[src/rtl/async_fifo_rd_ctrl.sv]
// Read-side controller of a 16-entry async FIFO: write-pointer sync,
// Gray/binary pointers, empty/level, RAM read strobe, underflow, gray_err.
//
// Ports:
//   clk, reset_n       read clock, synchronous active-low reset
//   wr_gptr_async[4:0] Gray write pointer from the write domain
//   rd_req             consumer pop request
//   rd_gptr[4:0]       registered Gray read pointer to the write domain
//   ram_rd_en          RAM read strobe (same cycle as an accepted pop)
//   ram_rd_addr[3:0]   RAM read address
//   rd_valid           RAM data valid, one cycle after ram_rd_en
//   empty              no entry readable
//   level[4:0]         readable entries, 0..16
//   underflow          one-cycle pulse for a pop rejected while empty
//   gray_err           sticky: synced write pointer broke Gray/range rules
module async_fifo_rd_ctrl #(
  parameter int SYNC_STAGES = 2
) (
  input  logic       clk,
  input  logic       reset_n,
  input  logic [4:0] wr_gptr_async,
  input  logic       rd_req,
  output logic [4:0] rd_gptr,
  output logic       ram_rd_en,
  output logic [3:0] ram_rd_addr,
  output logic       rd_valid,
  output logic       empty,
  output logic [4:0] level,
  output logic       underflow,
  output logic       gray_err
);

  logic [SYNC_STAGES-1:0][4:0] sync_q;
  logic [4:0] wr_gptr_s;
  logic [4:0] wr_bptr_s;
  logic [4:0] wr_gptr_prev;
  logic [4:0] gptr_diff;
  logic [4:0] rd_bptr;
  logic [4:0] rd_bptr_next;
  logic       accept;
  logic       gray_bad;

  // Plain flop chain; nothing between stages.
  always_ff @(posedge clk) begin
    if (!reset_n) begin
      sync_q <= '0;
    end else begin
      sync_q <= {sync_q[SYNC_STAGES-2:0], wr_gptr_async};
    end
  end

  assign wr_gptr_s = sync_q[SYNC_STAGES-1];

  assign wr_bptr_s = {
    wr_gptr_s[4],
    ^wr_gptr_s[4:3],
    ^wr_gptr_s[4:2],
    ^wr_gptr_s[4:1],
    ^wr_gptr_s[4:0]
  };

  assign empty       = (wr_gptr_s == rd_gptr);
  assign level       = wr_bptr_s - rd_bptr;
  assign accept      = rd_req & ~empty;
  assign ram_rd_en   = accept;
  assign ram_rd_addr = rd_bptr[3:0];

  assign rd_bptr_next = rd_bptr + {4'd0, accept};

  // More than one bit changed <=> diff has more than one bit set.
  assign gptr_diff = wr_gptr_s ^ wr_gptr_prev;
  assign gray_bad  = (|(gptr_diff & (gptr_diff - 5'd1)))
                   | (level > 5'd16);

  always_ff @(posedge clk) begin
    if (!reset_n) begin
      rd_bptr      <= '0;
      rd_gptr      <= '0;
      rd_valid     <= 1'b0;
      underflow    <= 1'b0;
      wr_gptr_prev <= '0;
      gray_err     <= 1'b0;
    end else begin
      rd_bptr      <= rd_bptr_next;
      rd_gptr      <= rd_bptr_next ^ (rd_bptr_next >> 1);
      rd_valid     <= accept;
      underflow    <= rd_req & empty;
      wr_gptr_prev <= wr_gptr_s;
      if (gray_bad) begin
        gray_err <= 1'b1;
      end
    end
  end

endmodule

[config.mk]
export PLATFORM = sky130hd
export DESIGN_NAME = async_fifo_rd_ctrl
export DESIGN_NICKNAME = d
export VERILOG_FILES = /design/src/rtl/async_fifo_rd_ctrl.sv
export SDC_FILE = /design/constraint.sdc
export NUM_CORES = 1
export LEC_CHECK = 0
export BUFFER_PORTS_ARGS = -buffer_cell sky130_fd_sc_hd__buf_4
export CORE_MARGIN = 4
export CORE_UTILIZATION = 34
export CTS_CLUSTER_DIAMETER = 150
export DETAILED_ROUTE_END_ITERATION = 10
export GPL_ROUTABILITY_DRIVEN = 0
export GPL_TIMING_DRIVEN = 1
export PLACE_DENSITY = 0.51
export SLEW_MARGIN = 0
export SYNTH_ARGS = -nofsm -noshare
export SYNTH_HDL_FRONTEND = slang
export SYNTH_SLANG_ARGS = --single-unit
[constraint.sdc]
create_clock -name clk -period 5.2 [get_ports clk]
set_clock_uncertainty 0.05 [all_clocks]
set_input_delay 1.3 -clock clk [delete_from_list [all_inputs] [get_ports clk]]
set_output_delay 1.3 -clock clk [all_outputs]
set_load 0.01 [all_outputs]
==> results.py, run 1 <==
metrics = {
    "final_layout": {
        "drive_above_1_share_pct": 23.6,
        "finalNonFillerCells": 194,
        "syn2layout_area_growth_pct": 22.7,
        "nNetsFinal": 164,
        "diodes": 0,
    },
    "die": {
        "coreArea_sq_mm": 0.00336,
        "die_x_um": 67.4,
        "start_util_pct": 35.7,
        "num_rows": 21,
        "boundaryPins": 27,
        "die_h_um": 67.4,
        "die_area_sq_mm": 0.00454,
    },
    "placed_design": {
        "dp_hpwl_um": 1840,
        "detailedPlace.worstSlack_ns": 1.41,
        "io_buffers": 26,
        "placedCellCount": 190,
    },
    "worst_hold_path": {
        "hold_depth": 1,
        "hold_class": "reg -> reg",
        "whs_endpoint": "wr_gptr_s[0]",
        "worstHoldStart": "sync_q[0]",
    },
    "timing": {
        "rsz0062_at_grt": "false",
        "hold_viol_final": 0,
        "whs_ns": 0.399,
        "fin_setup_tns_ns": 0,
        "relSlewSlack_pct": 77.8,
        "tightest_slew_ns": 0.331,
        "fmax_mhz": 242,
        "period_share_pct": 79.3,
        "period_minus_slack_ns": 4.13,
        "slew_viol_final": 0,
        "setup_viol": 0,
        "worst_slack_ns": 1.07,
    },
    "grt": {
        "grt_pass1_wl_um": 3860,
        "grt_pass1_vias": 824,
        "grt_start_max_net_pins": 21,
        "overflow": 0,
        "antenna_found_initial": 0,
        "grt_use_total_pct": 11.7,
    },
    "yosys": {
        "ys_types": 26,
        "synth_edf_count": 0,
        "synth_top_area_share_pct": 45.0,
        "async_reset_ff_share_pct": 0,
        "synth-main-ff-cell": "dfxtp_1",
        "synth_fp_nets": 135,
        "synth_area_per_cell_sq_um": 10.0,
        "synth_most_common_cell": "dfxtp_1",
        "synth_common_cells": "dfxtp_1, and2_1, nor2_1, xnor2_1, xor2_1",
        "synthCells": 120,
        "ys_seq_area_share_pct": 45.0,
        "syn-cell-area_sq_mm": 0.00120,
        "yosys-top-cells-area": "dfxtp_1, and2_1, xnor2_1",
        "synth_area_leader_cell": "dfxtp_1",
        "yosysWarnings": 0,
        "synth_seq_cells": 27,
    },
    "clock_tree": {
        "cts_tree": "done",
        "cts_num_sinks": 27,
        "clock_latency_ns": 0.32,
        "clock_path_buffers": 2,
        "hold_buffers": 0,
        "cts_setup_buffers": 0,
        "path_clk_slew_ns": 0.14,
        "post_cts_resize_count": 0,
        "cts_root_buffer": "clkbuf_4",
        "cts_buffers": 3,
        "h-tree-depth": 1,
    },
    "setup_path": {
        "crit_type": "reg -> out",
        "rr_endpoint": "gray_err",
        "crit_fanout": 4,
        "reg2reg_depth": 11,
        "arrival_ns": 2.78,
        "ff2ff_setup_slack_ns": 2.56,
        "critPathLaunch": "wr_gptr_s[4]",
        "r2r-start": "wr_gptr_s[4]",
        "end_kind": "output port",
        "crit_required_ns": 3.85,
        "start_kind": "flop",
    },
    "routing": {
        "vias_per_cell": 4.21,
        "drc": 0,
        "first_pass_iters": 2,
        "wl_per_cell_um": 12.1,
        "ant_nets": 0,
        "drt-total-wl_um": 2340,
        "vias": 816,
        "drt_iter0_drc": 21,
    },
    "pwr": {
        "power_density_mw_per_mm2": 323,
        "max-vdd-ir-drop_v": 0.000155,
        "power.leakage_nw": 0.672,
    },
    "job": {
        "maxCapViolCount": 0,
    },
    "outcome": {
        "status": "finished, final reports clean",
    },
}
==> routing by layer <==
| metal | vias up | track usage (%) | wire length [um] |
|---|---|---|---|
| met1 | 365 | 15.0 | 1110 |
| met5 | - | 0 | 0 |
| met2 | 15 | 18.8 | 1100 |
| met4 | 0 | 4.56 | 9 |
| li1 | 434 | - | - |
| met3 | 2 | 2.83 | 116 |
==> logic make-up (layout without fill, tap and decap cells) <==
kind of cell | count (synthesis) | count (layout) | share of synthesized area (%)
compound gates | 8 | 8 | 4.28
xor+xnor | 25 | 25 | 20.1
fa+ha+maj | 8 | 8 | 8.86
buf+inv | 10 | 38 | 3.13
flops | 27 | 27 | 45.0
simple gates | 42 | 42 | 18.6
==> metrics by stage <==
stage          util [%]  total power [mW]  instance area [sq um]
6_report           43.8             0.476                   1470
5_1_grt            43.8             0.513                   1470
4_1_cts            43.8             0.485                   1470
3_5_place_dp       43.0             0.395                   1450
3_3_place_gp       43.0             0.393                   1450
2_1_floorplan         -             0.327                   1200
==> area by class of cell <==
class	instances	area [sq um]
Multi-Input combinational cell	83	622
Tap cell	46	57.6
Clock buffer	3	22.5
Sequential cell	27	541
Fill cell	361	1890
Inverter	8	30.0
Timing Repair Buffer	26	195
Clock inverter	1	5.00
==> flip-flops by register name, summed over array words and instances, names as in the netlist <==
register      count
gray_err          1
sync_q            5
underflow         1
wr_gptr_s         5
rd_valid          1
wr_gptr_prev      5
rd_bptr           4
rd_gptr           5
==> critical path, cell delays in order, from the launching register on <==
cell	delay, ns
dfxtp_1	0.47
xor2_2	0.23
xnor2_2	0.16
xor2_2	0.25
xor2_1	0.10
ha_1	0.21
fa_1	0.40
nand2b_1	0.17
a21oi_1	0.15
xnor2_1	0.15
buf_4	0.15
==> worst max-delay path by stage <==
stage | to | depth (start not counted)
finish | level[4] | 10
global route | level[4] | 10
CTS | level[4] | 10
detailed placement | level[4] | 10
global placement | level[4] | 10
floorplan | level[4] | 9
==> cell usage in the layout (no fill, tap or decap), drive strengths merged <==
master,instances
o21ai,2
nand4,1
a21oi,2
maj3,1
nand3b,1
inv,8
nor2b,1
nand2,4
a221oi,1
clkinv,1
a22oi,1
nor3,1
fa,1
nand2b,2
xnor2,13
nand3,1
a31oi,1
o41ai,1
buf,26
ha,6
clkbuf,3
and2,19
xor2,12
nor2,12
dfxtp,27
==> report_power, final <==
| part | switching (mW) | leakage [nW] | internal (mW) |
|---|---|---|---|
| clock network | 0.0601 | 0.0177 | 0.0288 |
| logic | 0.0732 | 0.433 | 0.0791 |
| registers | 0.0123 | 0.221 | 0.222 |
Note: power is estimated with default switching activity, not from simulation.
==> run 2: changes to the inputs <==
--- a/config.mk
+++ b/config.mk
@@ -5,6 +5,7 @@
 export SDC_FILE = /design/constraint.sdc
 export NUM_CORES = 1
 export LEC_CHECK = 0
+export ABC_AREA = 1
 export BUFFER_PORTS_ARGS = -buffer_cell sky130_fd_sc_hd__buf_4
 export CORE_MARGIN = 4
 export CORE_UTILIZATION = 34
@@ -12,7 +13,7 @@
 export DETAILED_ROUTE_END_ITERATION = 10
 export GPL_ROUTABILITY_DRIVEN = 0
 export GPL_TIMING_DRIVEN = 1
-export PLACE_DENSITY = 0.51
+export PLACE_DENSITY = 0.53
 export SLEW_MARGIN = 0
 export SYNTH_ARGS = -nofsm -noshare
 export SYNTH_HDL_FRONTEND = slang
==> constraint.sdc (replaced) <==
create_clock -name clk -period 3.5 [get_ports clk]
set_clock_uncertainty 0.05 [all_clocks]
set_input_delay 0.875 -clock clk [delete_from_list [all_inputs] [get_ports clk]]
set_output_delay 0.875 -clock clk [all_outputs]
set_load 0.01 [all_outputs]
==> results.py, run 2 <==
metrics = {
    "outcome": {
        "status": "finished, final reports clean",
    },
    "yosys": {
        "synthAdderAreaFrac_pct": 7.02,
        "ys_seq_area_share_pct": 39.9,
        "synth_most_common_cell": "nand2_1",
        "synth-simple-area-share_pct": 24.6,
        "synth_top_family_by_area": "simple AND/OR/NAND/NOR gates",
        "ys_types": 21,
        "synth-xor-area-share_pct": 10.8,
        "yosysWarnings": 0,
        "muxShareOfSynthArea_pct": 0,
        "synthCells": 192,
        "synth_edf_count": 0,
        "synth_common_cells": "nand2_1, inv_1, dfxtp_1",
        "synth_fp_nets": 207,
        "synth_top_area_share_pct": 39.9,
        "yosys-top-cells-area": "dfxtp_1, nand2_1, inv_1",
        "async_reset_ff_share_pct": 0,
        "synth-main-ff-cell": "dfxtp_1",
        "synth_seq_cells": 27,
        "synth_area_per_cell_sq_um": 7.05,
        "synth_compound_area_share_pct": 2.96,
        "synth_area_leader_cell": "dfxtp_1",
        "syn-cell-area_sq_mm": 0.00135,
    },
    "grt": {
        "grt_start_max_net_pins": 22,
        "overflow": 0,
        "grt_pass1_vias": 1031,
        "grt_pass1_wl_um": 4300,
        "grt_use_total_pct": 10.7,
        "antenna_found_initial": 0,
    },
    "timing": {
        "whs_ns": 0.373,
        "fmax_mhz": 303,
        "fin_setup_tns_ns": 0,
        "period_share_pct": 94.4,
        "rsz0062_at_grt": "false",
        "hold_viol_final": 0,
        "setup_viol": 0,
        "tightest_slew_ns": 0.303,
        "relSlewSlack_pct": 79.8,
        "period_minus_slack_ns": 3.30,
        "slew_viol_final": 0,
    },
    "clock_tree": {
        "clock_latency_ns": 0.27,
        "clock_path_buffers": 2,
        "cts_buffers": 3,
        "cts_num_sinks": 27,
        "h-tree-depth": 1,
        "path_clk_slew_ns": 0.09,
        "hold_buffers": 0,
        "cts_tree": "done",
        "cts_root_buffer": "clkbuf_8",
    },
    "routing": {
        "first_pass_iters": 4,
        "drt-total-wl_um": 2500,
        "drt_iter0_drc": 36,
        "wl_per_cell_um": 9.37,
        "ant_nets": 0,
        "vias_per_cell": 4.14,
        "drc": 0,
        "vias": 1106,
    },
    "setup_path": {
        "crit_path_max_incr_delay_ns": 0.40,
        "crit_fanout": 7,
        "ff2ff_setup_slack_ns": 1.10,
        "crit_type": "reg -> out",
        "cpMaxStageDelayCell": "dfxtp_2",
        "crit_buf_inv": 3,
        "arrival_ns": 2.38,
        "crit_required_ns": 2.57,
        "start_kind": "flop",
        "end_kind": "output port",
        "crit_chain": "xor2_2, xor2_2, xor2_1, inv_1, ha_1, fa_1, inv_1, nand3_1, nand2_1, nand2_1, nand2_1, buf_4",
        "crit_family": "adder cells",
        "crit_top_cell": "nand2_1",
    },
    "die": {
        "num_rows": 22,
        "coreArea_sq_mm": 0.00374,
        "die_x_um": 71.1,
        "die_h_um": 71.1,
        "die_area_sq_mm": 0.00506,
        "boundaryPins": 27,
        "start_util_pct": 36.2,
    },
    "final_layout": {
        "syn2layout_area_growth_pct": 21.9,
        "finalNonFillerCells": 267,
        "drive_above_1_share_pct": 23.7,
        "final_cell_mix": "nand2_1, inv_1, buf_4",
        "nNetsFinal": 235,
        "final_common_cell": "nand2_1",
        "fillers": 402,
        "fin_util_pct": 44.1,
        "diodes": 0,
    },
    "placed_design": {
        "dp_hpwl_um": 2050,
        "placedCellCount": 262,
        "io_buffers": 26,
    },
    "job": {
        "maxCapViolCount": 0,
    },
    "pwr": {
        "power_density_mw_per_mm2": 462,
        "max-vdd-ir-drop_v": 0.000229,
        "power.leakage_nw": 0.945,
        "finalPower_mw": 0.763,
    },
    "worst_hold_path": {
        "hold_class": "reg -> reg",
    },
}
[run 2: cell types whose count changed after synthesis, moves of 2 or more]
| cell | previous run | this run |
|---|---|---|
| and2_1 | 18 | 0 |
| buf_2 | 0 | 2 |
| inv_1 | 8 | 30 |
| inv_2 | 0 | 16 |
| nand2_1 | 4 | 62 |
| nand2b_1 | 2 | 0 |
| nand3_1 | 1 | 9 |
| nor2_1 | 12 | 10 |
| or2_1 | 0 | 2 |
| xnor2_1 | 12 | 7 |
| xor2_1 | 10 | 6 |
[run 2: where the power goes]
part / internal [mW] / switching, mW
logic: 0.119 / 0.126
clock network: 0.0813 / 0.0876
registers: 0.330 / 0.0194
total: 0.530 / 0.233
[run 2: per-layer routing]
metal | up-vias | wire length [um] | global-route usage [%]
li1 | 604 | - | -
met1 | 483 | 1170 | 12.9
met2 | 15 | 1200 | 18.6
met3 | 4 | 100 | 1.99
met4 | 0 | 35 | 4.38
met5 | - | 0 | 0
[run 2: through the flow]
step           worst slack (ns)  area, sq um
2_1_floorplan             0.606         1350
3_3_place_gp              0.430         1600
3_5_place_dp              0.374         1600
4_1_cts                  0.0667         1640
5_1_grt                  0.0255         1650
6_report                  0.195         1650
[run 2: kinds of logic (layout without fill, tap and decap cells)]
logic type                 after synthesis  count (layout)
and+or+nand+nor                         84              84
buffers and inverters                   52              79
DFF                                     27              27
xor gates and xnor gates                15              15
adders and majority gates                7               7
AOI/OAI and AO/OA                        7               7
[run 2: tightest hold or removal path: cells and delay by family, from the launching register on]
kind,cells,cell delay [ns]
simple gates,1,0.07
buf+inv,1,0.03
flops,1,0.31
[run 2: path summary, 6_finish.rpt]
check | startpoint | end | depth (start not counted)
max | wr_gptr_s[3] | level[4] | 12
min | sync_q[4] | wr_gptr_s[4] | 2
max reg2reg | wr_gptr_s[3] | gray_err | 13
min reg2reg | sync_q[4] | wr_gptr_s[4] | 2
[run 2: cell type report]
type,count,area [sq um],share of cell area (%)
clock buffers,4,45.0,2.73
flip-flops and latches,27,543,32.9
repair buffers,28,210,12.7
well taps,48,60.1,3.64
inverters,47,178,10.8
multi-input cells,113,614,37.2
[run 2: what timing repair did]
item | in CTS | in global routing
setup endpoints to repair | 0 | 1
resized for setup | 0 | 2
endpoints found under the hold margin | 0 | 0
buffers inserted | 0 | 1
==> run 3: changes to the inputs <==
--- a/config.mk
+++ b/config.mk
@@ -8,12 +8,12 @@
 export ABC_AREA = 1
 export BUFFER_PORTS_ARGS = -buffer_cell sky130_fd_sc_hd__buf_4
 export CORE_MARGIN = 4
-export CORE_UTILIZATION = 34
+export CORE_UTILIZATION = 48
 export CTS_CLUSTER_DIAMETER = 150
 export DETAILED_ROUTE_END_ITERATION = 10
 export GPL_ROUTABILITY_DRIVEN = 0
 export GPL_TIMING_DRIVEN = 1
-export PLACE_DENSITY = 0.53
+export PLACE_DENSITY = 0.71
 export SLEW_MARGIN = 0
 export SYNTH_ARGS = -nofsm -noshare
 export SYNTH_HDL_FRONTEND = slang
==> results.py, run 3 (synthesized netlist as in run 2, its figures left out) <==
metrics = {
    "timing": {
        "fmax_mhz": 304,
        "period_share_pct": 94.0,
        "fin_setup_tns_ns": 0,
        "tightest_slew_ns": 0.312,
        "setup_viol": 0,
        "slew_viol_final": 0,
        "rsz0062_at_grt": "false",
        "relSlewSlack_pct": 79.1,
        "hold_viol_final": 0,
        "period_minus_slack_ns": 3.29,
    },
    "die": {
        "coreArea_sq_mm": 0.00259,
        "die_area_sq_mm": 0.00373,
        "boundaryPins": 27,
        "start_util_pct": 52.3,
        "die_h_um": 61.1,
        "num_rows": 18,
        "die_x_um": 61.1,
    },
    "routing": {
        "wl_per_cell_um": 9.64,
        "first_pass_iters": 4,
        "vias": 1090,
        "drc": 0,
        "ant_nets": 0,
        "drt_iter0_drc": 46,
        "drt-total-wl_um": 2400,
        "vias_per_cell": 4.38,
    },
    "setup_path": {
        "arrival_ns": 2.37,
        "ff2ff_setup_slack_ns": 1.11,
        "end_kind": "output port",
        "reg2reg_depth": 13,
        "crit_fanout": 5,
        "start_kind": "flop",
        "crit_path_max_incr_delay_ns": 0.42,
        "cpMaxStageDelayCell": "dfxtp_4",
        "crit_family": "XOR/XNOR gates",
        "crit_buf_inv": 3,
        "rr_endpoint": "rd_gptr[3]",
        "crit_required_ns": 2.57,
        "crit_type": "reg -> out",
        "crit_top_cell": "nand2_1",
        "crit_chain": "xor2_4, xor2_2, xor2_1, inv_1, ha_2, fa_2, inv_1, nand3_1, nand2_1, nand2_1, nand2_1, buf_4",
        "r2r-start": "wr_gptr_s[3]",
    },
    "clock_tree": {
        "clock_latency_ns": 0.32,
        "clock_path_buffers": 2,
        "h-tree-depth": 1,
        "cts_buffers": 3,
        "cts_num_sinks": 27,
        "hold_buffers": 0,
        "path_clk_slew_ns": 0.14,
        "cts_root_buffer": "clkbuf_4",
        "cts_tree": "done",
    },
    "worst_hold_path": {
        "worstHoldStart": "sync_q[3]",
        "hold_depth": 2,
        "hold_class": "reg -> reg",
        "whs_endpoint": "wr_gptr_s[3]",
    },
    "final_layout": {
        "nNetsFinal": 235,
        "diodes": 0,
        "final_cell_mix": "nand2_1, inv_1, buf_4",
        "drive_above_1_share_pct": 25.6,
        "syn2layout_area_growth_pct": 20.8,
        "final_common_cell": "nand2_1",
        "fin_util_pct": 63.1,
    },
    "job": {
        "maxCapViolCount": 0,
    },
    "grt": {
        "grt_pass1_wl_um": 4030,
        "grt_pass1_vias": 1005,
        "antenna_found_initial": 0,
        "overflow": 0,
        "grt_start_max_net_pins": 22,
        "grt_use_total_pct": 14.4,
    },
    "placed_design": {
        "dp_hpwl_um": 1910,
        "io_buffers": 26,
    },
    "pwr": {
        "power_density_mw_per_mm2": 444,
        "max-vdd-ir-drop_v": 0.000348,
        "power.leakage_nw": 0.937,
    },
    "outcome": {
        "status": "finished, final reports clean",
    },
}
## run 3: changes by cell type in the layout (fill, tap and decap cells not counted), sizes merged
cell	delta
clkbuf	-1
clkinvlp	+1
## run 3: final cells by class
class,instances,area [sq um]
flip-flops and latches,27,549
fillers,239,955
clock inverters,1,7.51
clock buffers,3,22.5
multi-input cells,113,631
inverters,47,178
repair buffers,28,210
well taps,30,37.5
## run 3: worst max-delay path by stage
stage	start	cells after the start	endpoint	slack, ns
after floorplan	wr_gptr_s[3]	11	level[4]	0.61
after global placement	wr_gptr_s[3]	12	level[4]	0.47
after detailed placement	wr_gptr_s[3]	12	level[4]	0.36
after CTS	wr_gptr_s[3]	12	level[4]	0.06
after global routing	wr_gptr_s[3]	12	level[4]	0.005
final	wr_gptr_s[3]	12	level[4]	0.21
## run 3: repair_timing
item | 4_1_cts | 5_1_grt
gates resized for setup | 2 | 6
setup endpoints to repair | 1 | 1
pin swaps | 0 | 3
setup buffers | 0 | 2
## run 3: power breakdown
part	total, mW	internal (mW)	switching (mW)
combinational	0.248	0.121	0.127
clock	0.131	0.0436	0.0871
sequential	0.348	0.329	0.0189
total	0.727	0.494	0.233
## run 3: per-layer routing
metal  global-route usage, %  wire length (um)  vias up
met5                       0                 0        -
met4                    4.64                39        0
met3                    2.52                92        4
met2                    25.7              1130       20
met1                    17.5              1140      453
li1                        -                 -      613
## run 3: worst min-delay path, delay by kind of cell, from the launching register on
family                 cells  cell delay (ns)
buffers and inverters      1             0.03
DFF                        1             0.32
and+or+nand+nor            1             0.07
## run 3: metrics by stage
step	instance area, sq um	power [mW]	setup slack, ns	instances	hold slack, ns
5_1_grt	1640	0.784	0.00505	249	0.401
6_report	1640	0.727	0.209	249	0.377
2_1_floorplan	1350	0.505	0.606	192	0.350
3_3_place_gp	1570	0.593	0.465	243	0.353
3_5_place_dp	1570	0.601	0.358	243	0.355
4_1_cts	1600	0.732	0.0554	247	0.379
